<file path="src/rtl/mlaccel_qpi_host.sv">
// ============================================================================
//  Module   : mlaccel_qpi_host
//  Purpose  : QPI initiator. Serialises a byte command stream onto
//             qpi_csb/qpi_clk/io and returns read bytes as rsp pulses.
//  Revision : 1.0 - initial release
// ============================================================================
`default_nettype none

module mlaccel_qpi_host #(
  parameter int HALF_PERIOD = 4,
  parameter int CS_SETUP    = 4,
  parameter int CS_GAP      = 8
) (
  input  logic       clock,
  input  logic       resetn,
  output logic       qpi_csb,
  output logic       qpi_clk,
  input  logic [3:0] qpi_io_di,
  output logic [3:0] qpi_io_do,
  output logic [3:0] qpi_io_oe,
  input  logic       cmd_valid,
  output logic       cmd_ready,
  input  logic       cmd_read,
  input  logic       cmd_last,
  input  logic [7:0] cmd_data,
  output logic       rsp_valid,
  output logic [7:0] rsp_data,
  output logic       busy
);

  localparam int MAX_A = (HALF_PERIOD > CS_SETUP) ? HALF_PERIOD : CS_SETUP;
  localparam int MAX_P = (MAX_A > CS_GAP) ? MAX_A : CS_GAP;
  localparam int CW    = $clog2(MAX_P) + 1;

  localparam logic [CW-1:0] HP_LOAD    = CW'(HALF_PERIOD - 1);
  localparam logic [CW-1:0] SETUP_LOAD = CW'(CS_SETUP - 1);
  localparam logic [CW-1:0] GAP_LOAD   = CW'(CS_GAP - 1);

  typedef enum logic [2:0] {
    S_IDLE  = 3'd0,
    S_SETUP = 3'd1,
    S_LO    = 3'd2,
    S_HI    = 3'd3,
    S_WAIT  = 3'd4,
    S_END   = 3'd5,
    S_GAP   = 3'd6
  } state_t;

  state_t        state, state_nxt;
  logic [CW-1:0] cnt, cnt_nxt;
  logic [7:0]    byte_data;
  logic          byte_read;
  logic          byte_last;
  logic          read_seen;
  logic          load;
  logic          cnt_zero;
  logic          drive;

  assign cnt_zero = (cnt == '0);

  // Next-state, counter reload and handshake decode
  always_comb begin
    state_nxt = state;
    cnt_nxt   = cnt_zero ? cnt : cnt - CW'(1);
    cmd_ready = 1'b0;
    load      = 1'b0;
    case (state)
      S_IDLE: begin
        cmd_ready = 1'b1;
        if (cmd_valid) begin
          load      = 1'b1;
          state_nxt = S_SETUP;
          cnt_nxt   = SETUP_LOAD;
        end
      end
      S_SETUP: if (cnt_zero) begin
        state_nxt = S_LO;
        cnt_nxt   = HP_LOAD;
      end
      S_LO: if (cnt_zero) begin
        state_nxt = S_HI;
        cnt_nxt   = HP_LOAD;
      end
      S_HI: if (cnt_zero) begin
        state_nxt = byte_last ? S_END : S_WAIT;
        cnt_nxt   = HP_LOAD;
      end
      S_WAIT: begin
        // Once the device has turned the bus around it keeps driving io until
        // csb rises, so a write after a read must start a new transaction.
        cmd_ready = !(read_seen && !cmd_read);
        if (cmd_valid) begin
          cnt_nxt = HP_LOAD;
          if (cmd_ready) begin
            load      = 1'b1;
            state_nxt = S_LO;
          end else begin
            state_nxt = S_END;
          end
        end
      end
      S_END: if (cnt_zero) begin
        state_nxt = S_GAP;
        cnt_nxt   = GAP_LOAD;
      end
      S_GAP: if (cnt_zero) begin
        state_nxt = S_IDLE;
      end
      default: state_nxt = S_IDLE;
    endcase
  end

  // State, counter and byte register
  always_ff @(posedge clock or negedge resetn) begin
    if (!resetn) begin
      state     <= S_IDLE;
      cnt       <= '0;
      byte_data <= 8'h00;
      byte_read <= 1'b0;
      byte_last <= 1'b0;
      read_seen <= 1'b0;
    end else begin
      state <= state_nxt;
      cnt   <= cnt_nxt;
      if (load) begin
        byte_data <= cmd_data;
        byte_read <= cmd_read;
        byte_last <= cmd_last;
      end
      if (load && state == S_IDLE) begin
        read_seen <= 1'b0;
      end else if (state == S_HI && cnt_zero && byte_read) begin
        read_seen <= 1'b1;
      end
    end
  end

  // Read-data capture at the end of each clock phase, pulse after the byte
  always_ff @(posedge clock or negedge resetn) begin
    if (!resetn) begin
      rsp_valid <= 1'b0;
      rsp_data  <= 8'h00;
    end else begin
      rsp_valid <= (state == S_HI) && cnt_zero && byte_read;
      if (state == S_LO && cnt_zero && byte_read) begin
        rsp_data[7:4] <= qpi_io_di;
      end
      if (state == S_HI && cnt_zero && byte_read) begin
        rsp_data[3:0] <= qpi_io_di;
      end
    end
  end

  // Pad outputs decoded from state so reset releases the bus immediately
  always_comb begin
    qpi_csb = (state == S_IDLE) || (state == S_GAP);
    qpi_clk = (state == S_HI);
    busy    = (state != S_IDLE);
    drive   = !byte_read &&
              ((state == S_SETUP) || (state == S_LO) ||
               (state == S_HI)    || (state == S_WAIT));
    qpi_io_oe = {4{drive}};
    if (!drive) begin
      qpi_io_do = 4'h0;
    end else if (state == S_HI || state == S_WAIT) begin
      qpi_io_do = byte_data[3:0];
    end else begin
      qpi_io_do = byte_data[7:4];
    end
  end

  // Reject timings too fast for the device's 3-flop synchroniser and edge detect
  always_ff @(posedge clock) begin
    assert (HALF_PERIOD >= 4 && CS_GAP >= 4 && CS_SETUP >= 1)
      else $error("mlaccel_qpi_host: illegal timing parameters");
  end

endmodule

`default_nettype wire
</file>
<file path="config.mk">
export PLATFORM = sky130hd
export DESIGN_NAME = mlaccel_qpi_host
export DESIGN_NICKNAME = d
export VERILOG_FILES = /design/src/rtl/mlaccel_qpi_host.sv
export SDC_FILE = /design/constraint.sdc
export NUM_CORES = 1
export LEC_CHECK = 0
export BUFFER_PORTS_ARGS = -buffer_cell sky130_fd_sc_hd__buf_4
export CAP_MARGIN = 5
export CORE_ASPECT_RATIO = 1.75
export CORE_MARGIN = 8
export CORE_UTILIZATION = 35
export DETAILED_ROUTE_END_ITERATION = 7
export PLACE_DENSITY = 0.54
export SETUP_SLACK_MARGIN = 0.4
export SLEW_MARGIN = 5
export SYNTH_ARGS = -nofsm -noshare
export SYNTH_HDL_FRONTEND = slang
export SYNTH_SLANG_ARGS = --single-unit
export TNS_END_PERCENT = 50
</file>
<file path="constraint.sdc">
create_clock -name clock -period 4.9 [get_ports clock]
set_input_delay 0 -clock clock [delete_from_list [all_inputs] [get_ports clock]]
set_output_delay 0 -clock clock [all_outputs]
set_load 0.05 [all_outputs]
</file>
Word-level counts from Yosys, hierarchy flattened. Index checks and enable logic that the tools add are counted. W data, S select, Z words.

Eq/ne operators: 13. Reductions and logical operators: 22. Multiplexer cells: 24. $add $sub $neg: 1.

Operator list (number): $mux W3 (8); $mux W4 (6); $pmux W3 S7 (1); $ne A2 B2 Y1 const B (6); $pmux W4 S3 (1); $eq A3 B3 Y1 const B (3); $logic_and A1 B1 Y1 (7); $reduce_and A7 Y1 (1); $eq A3 B2 Y1 const B (2); $mux W1 (6); $logic_or A1 B1 Y1 (5); $logic_not A4 Y1 (1); $pmux W1 S2 (2); $sub A4 B1 Y4 const B (1); $eq A3 B1 Y1 const B (1); $logic_not A1 Y1 (3); $logic_not A3 Y1 (1); $reduce_bool A3 Y1 (1); $reduce_or A3 Y1 (1); $ne A2 B1 Y1 const B (1); $reduce_bool A2 Y1 (1); $reduce_or A2 Y1 (1).

Word-level logic and storage cells: 69. Input port bits: 17. Flip-flop bits (word level): 27. Output and inout bits: 21.

Logic depth before layout (Yosys ltp).
Depth after elaboration: 7. Depth in mapped cells: 8. Gate-level depth less buffers: 8.

Worst setup path after synthesis. No wires, ideal clock.

Path kind: register -> output. From: register state[0]. To: output cmd_ready. Path buffers: 2. Stages on the path, launching flop included: 5. Data arrival time: 1996 ps. Slack: 2904 ps. Data required time: 4900 ps. Cell sequence: dfrtp_1 -> buf_2 -> buf_2 -> nor2_1 -> a21boi_0.

Cells in the longest elaborated chain, start to end: 2. Elaborated cells between the ends (all ways): 3. Those cells by class: eq/ne: 1; mux: 1; reduce/logical: 1.

Ends and longest elaborated chain: start, declared (line 49) `state_t state, state_nxt;`; start signal, assigned (line 123) `state <= state_nxt;`; $eq A3 B3 Y1 / $logic_not A3 Y1 (equally long branches) (line 67) `case (state)`; $pmux W1 S2 (*) (line 67); end, declared (line 22) `output logic cmd_ready,`.

Every way passes the cells marked *; elsewhere a longest branch is shown, timed or not.

Final worst setup path.
From: register state[1]. To: register rsp_data[1].

Cells in the longest elaborated chain, start to end: 3.

Ends and longest elaborated chain: $eq A3 B2 Y1 (line 148) `if (state == S_HI && cnt_zero && byte_read) begin`; $logic_and A1 B1 Y1 (2 in series) (line 148); end signal, assigned (line 149) `rsp_data[3:0] <= qpi_io_di;`; end, declared (line 27) `output logic [7:0] rsp_data,`.

Every way passes these cells. A chain may end at the register's enable or synchronous reset.

==> flow_metrics.py <==
metrics = {
    "drt": {
        "via_per_inst": 5.29,
        "firstDrtPassIters": 4,
        "wl_per_cell_um": 16.7,
        "routed_wl_mm": 3.75,
        "ant_nets": 0,
        "drt-initial-drc-count": 25,
        "drc": 0,
        "vias": 1190,
    },
    "synth": {
        "synthSimpleGateAreaFrac_pct": 12.1,
        "synthArstFlopShare_pct": 100,
        "yosysWarnings": 0,
        "syn_area_um2": 1500,
        "synth_area_per_cell_um2": 11.4,
        "yosysTopAreaCellShare_pct": 45.0,
        "synth.largest_area_cell": "dfrtp_1",
        "synth-xor-area-share_pct": 0.583,
        "synthMuxAreaShare_pct": 19.3,
        "yosysSeqAreaShare_pct": 45.0,
        "synth_compound_area_share_pct": 14.0,
        "ys_seq_elements": 27,
        "synthAdderAreaFrac_pct": 2.33,
        "netlist_top_cells_area": "dfrtp_1 45%, mux2_4 9.0%, mux2_2 9.0%",
        "synth_edf_count": 0,
        "syn_inst": 132,
        "synth_cell_type_count": 39,
        "synth_ff_type": "dfrtp_1",
        "synth_nets": 151,
        "synth_top_family_by_area": "multiplexers",
    },
    "sta": {
        "maxSlewViolCount": 0,
        "fmax_mhz": 465,
        "fin_ws_ps": 2750,
        "max_slew_margin_pct": 46.3,
        "clock_skew_ps": 6.54,
        "finalSetupViolCount": 0,
        "worst_slew_pin_slew_ps": 806,
        "period_share_pct": 43.9,
        "post-route-min-period_ps": 2150,
        "rsz0062_at_grt": "no",
        "hold_viol_final": 0,
        "tns_ps": 0,
    },
    "outcome": {
        "outcome": "finished clean",
    },
    "clocking": {
        "clkSlewWorstSetupHoldPaths_ps": 90,
        "cts.sinks": 27,
        "clk_latency_ps": 280,
        "post_cts_buffers": 0,
        "cts-root-buf": "clkbuf_8",
        "cts-htree-levels": 1,
        "cts_resized": 0,
        "cts_tree": "done",
        "numCtsBuffers": 3,
        "cts_buffer_depth": 2,
    },
    "worst_setup_path": {
        "cp_slowest_cell": "dfrtp_1",
        "cp-end-kind": "register",
        "cp_data_arrival_time_ps": 2320,
        "slowest_delay_ps": 620,
        "cp_cell_sequence": "nor2b_1 > and4_1 > mux2_2",
        "path_max_fanout": 15,
        "worst_setup_path_start_kind": "register",
        "crit_type": "register to register",
        "crit_required_ps": 5070,
    },
    "floorplan": {
        "die_h_um": 103,
        "core-area_um2": 4150,
        "rows": 31,
        "fp.dieW_um": 65.5,
        "dieArea_um2": 6720,
        "io_pins": 38,
        "start_util_pct": 36.2,
    },
    "global_route": {
        "first_global_vias": 1219,
        "grt_usage_pct": 11.4,
        "grt_overflow": 0,
        "grt_antenna_before_repair": 0,
        "grt_pass1_wl_mm": 6.04,
        "grt_max_degree": 29,
    },
    "pwr": {
        "p_leak_nw": 0.924,
        "cellPowerDensity_nw_per_um2": 754,
        "ir_worst_vdd_v": 0.000486,
    },
    "cells_and_area": {
        "syn2layout_area_growth_pct": 30.7,
        "antenna_cells": 0,
        "fin_cells": 225,
        "fin_area_um2": 1960,
        "final_common_cell": "buf_4",
        "layout-drive-gt1-share_pct": 38.1,
        "layout_common_cells": "37 x buf_4, 27 x dfrtp_1, 15 x dlygate4sd3_1",
        "layout.nets": 196,
    },
    "placement": {
        "dp.cells": 206,
        "place_area_um2": 1770,
        "io_buffers": 37,
        "finalWeightedCongestion": 0.812,
        "hpwl_mm": 2.74,
        "preCtsSetupSlack_ps": 2740,
    },
    "hold_path": {
        "hp-class": "primary input to register",
    },
    "run": {
        "drv_cap": 0,
    },
}
-- area by class of cell --
class | instances | area (µm²)
clock buffer | 3 | 41.3
clock inverter | 1 | 5.00
fill | 383 | 2190
inverter | 7 | 26.3
multi-input combinational | 86 | 726
sequential | 27 | 676
tap | 49 | 61.3
timing repair buffer | 52 | 428
-- cell usage after synthesis (all sizes together) (2+ instances only) --
cell type and count:
and4 2, buf 10, ha 2, a22oi 4, nor3b 2, a21oi 7
a2111o 2, dfrtp 27, nor2b 3, nand3 4, nor3 6, mux2i 2
o21ai 5, o311ai 2, inv 7, clkbuf 2, mux2 21, or3 2
nor2 5, nand2 4
-- critical path: cells and delay by family (launching register included) --
| kind | cells | cell delay, ps |
|---|---|---|
| flip-flops | 1 | 620 |
| multiplexers | 1 | 380 |
| AND/OR/NAND/NOR | 2 | 1050 |
-- power breakdown --
group,leakage (nW),internal (mW),switching [mW]
Combinational,0.558,0.356,0.547
Sequential,0.340,0.319,0.128
Clock,0.0255,0.0571,0.0729
-- through the flow --
step                      total power, mW  hold slack (ps)  util (%)
after detailed placement             1.35            -63.3      42.6
after global placement               1.33            -66.9      42.6
after CTS                            1.50             18.4      47.3
after floorplan                      1.15             -296         -
after global routing                 1.57             16.9      47.3
final                                1.48             29.1      47.3
-- registers in the layout (all words and copies together), names as in the netlist --
| signal | flops |
|---|---|
| cnt | 4 |
| byte_last | 1 |
| byte_read | 1 |
| rsp_valid | 1 |
| state | 3 |
| rsp_data | 8 |
| byte_data | 8 |
| read_seen | 1 |
-- routing by layer --
layer	vias up	wire, µm	track usage (%)
met5	-	0	0
met4	0	58	4.73
met3	5	238	3.59
met2	31	1860	19.5
met1	589	1590	12.6
li1	565	-	-
-- logic make-up (layout without fill, tap and decap cells) --
family                   after synthesis  in the layout
flip-flops                            27             27
AO/OA/AOI/OAI                         29             29
XOR/XNOR                               1              1
multiplexers                          23             23
adder cells (fa/ha/maj)                3              3
buffers and inverters                 19             63
AND/OR/NAND/NOR                       30             30
-- what timing repair did --
| item | in CTS | in global routing |
|---|---|---|
| setup endpoints to repair | 0 | 0 |
| endpoints found under the hold margin | 45 | 0 |
| hold buffers | 15 | 0 |
-- worst paths after layout --
| path | start | to | slack [ps] | depth (start not counted) |
|---|---|---|---|---|
| setup / recovery | state[1]$_DFFE_PN0P_ | rsp_data[1]$_DFFE_PN0P_ | 2750 | 3 |
| hold / removal | cmd_read | byte_read$_DFFE_PN0P_ | 30 | 2 |
| setup reg to reg | state[1]$_DFFE_PN0P_ | rsp_data[1]$_DFFE_PN0P_ | 2750 | 3 |
| hold reg to reg | rsp_data[4]$_DFFE_PN0P_ | rsp_data[4]$_DFFE_PN0P_ | 520 | 1 |
| max in group asynchronous | resetn | cnt[0]$_DFF_PN0_ | 4470 | 2 |
| min in group asynchronous | resetn | byte_data[5]$_DFFE_PN0P_ | 160 | 2 |
No activity file was read; power rests on OpenSTA's default activity.
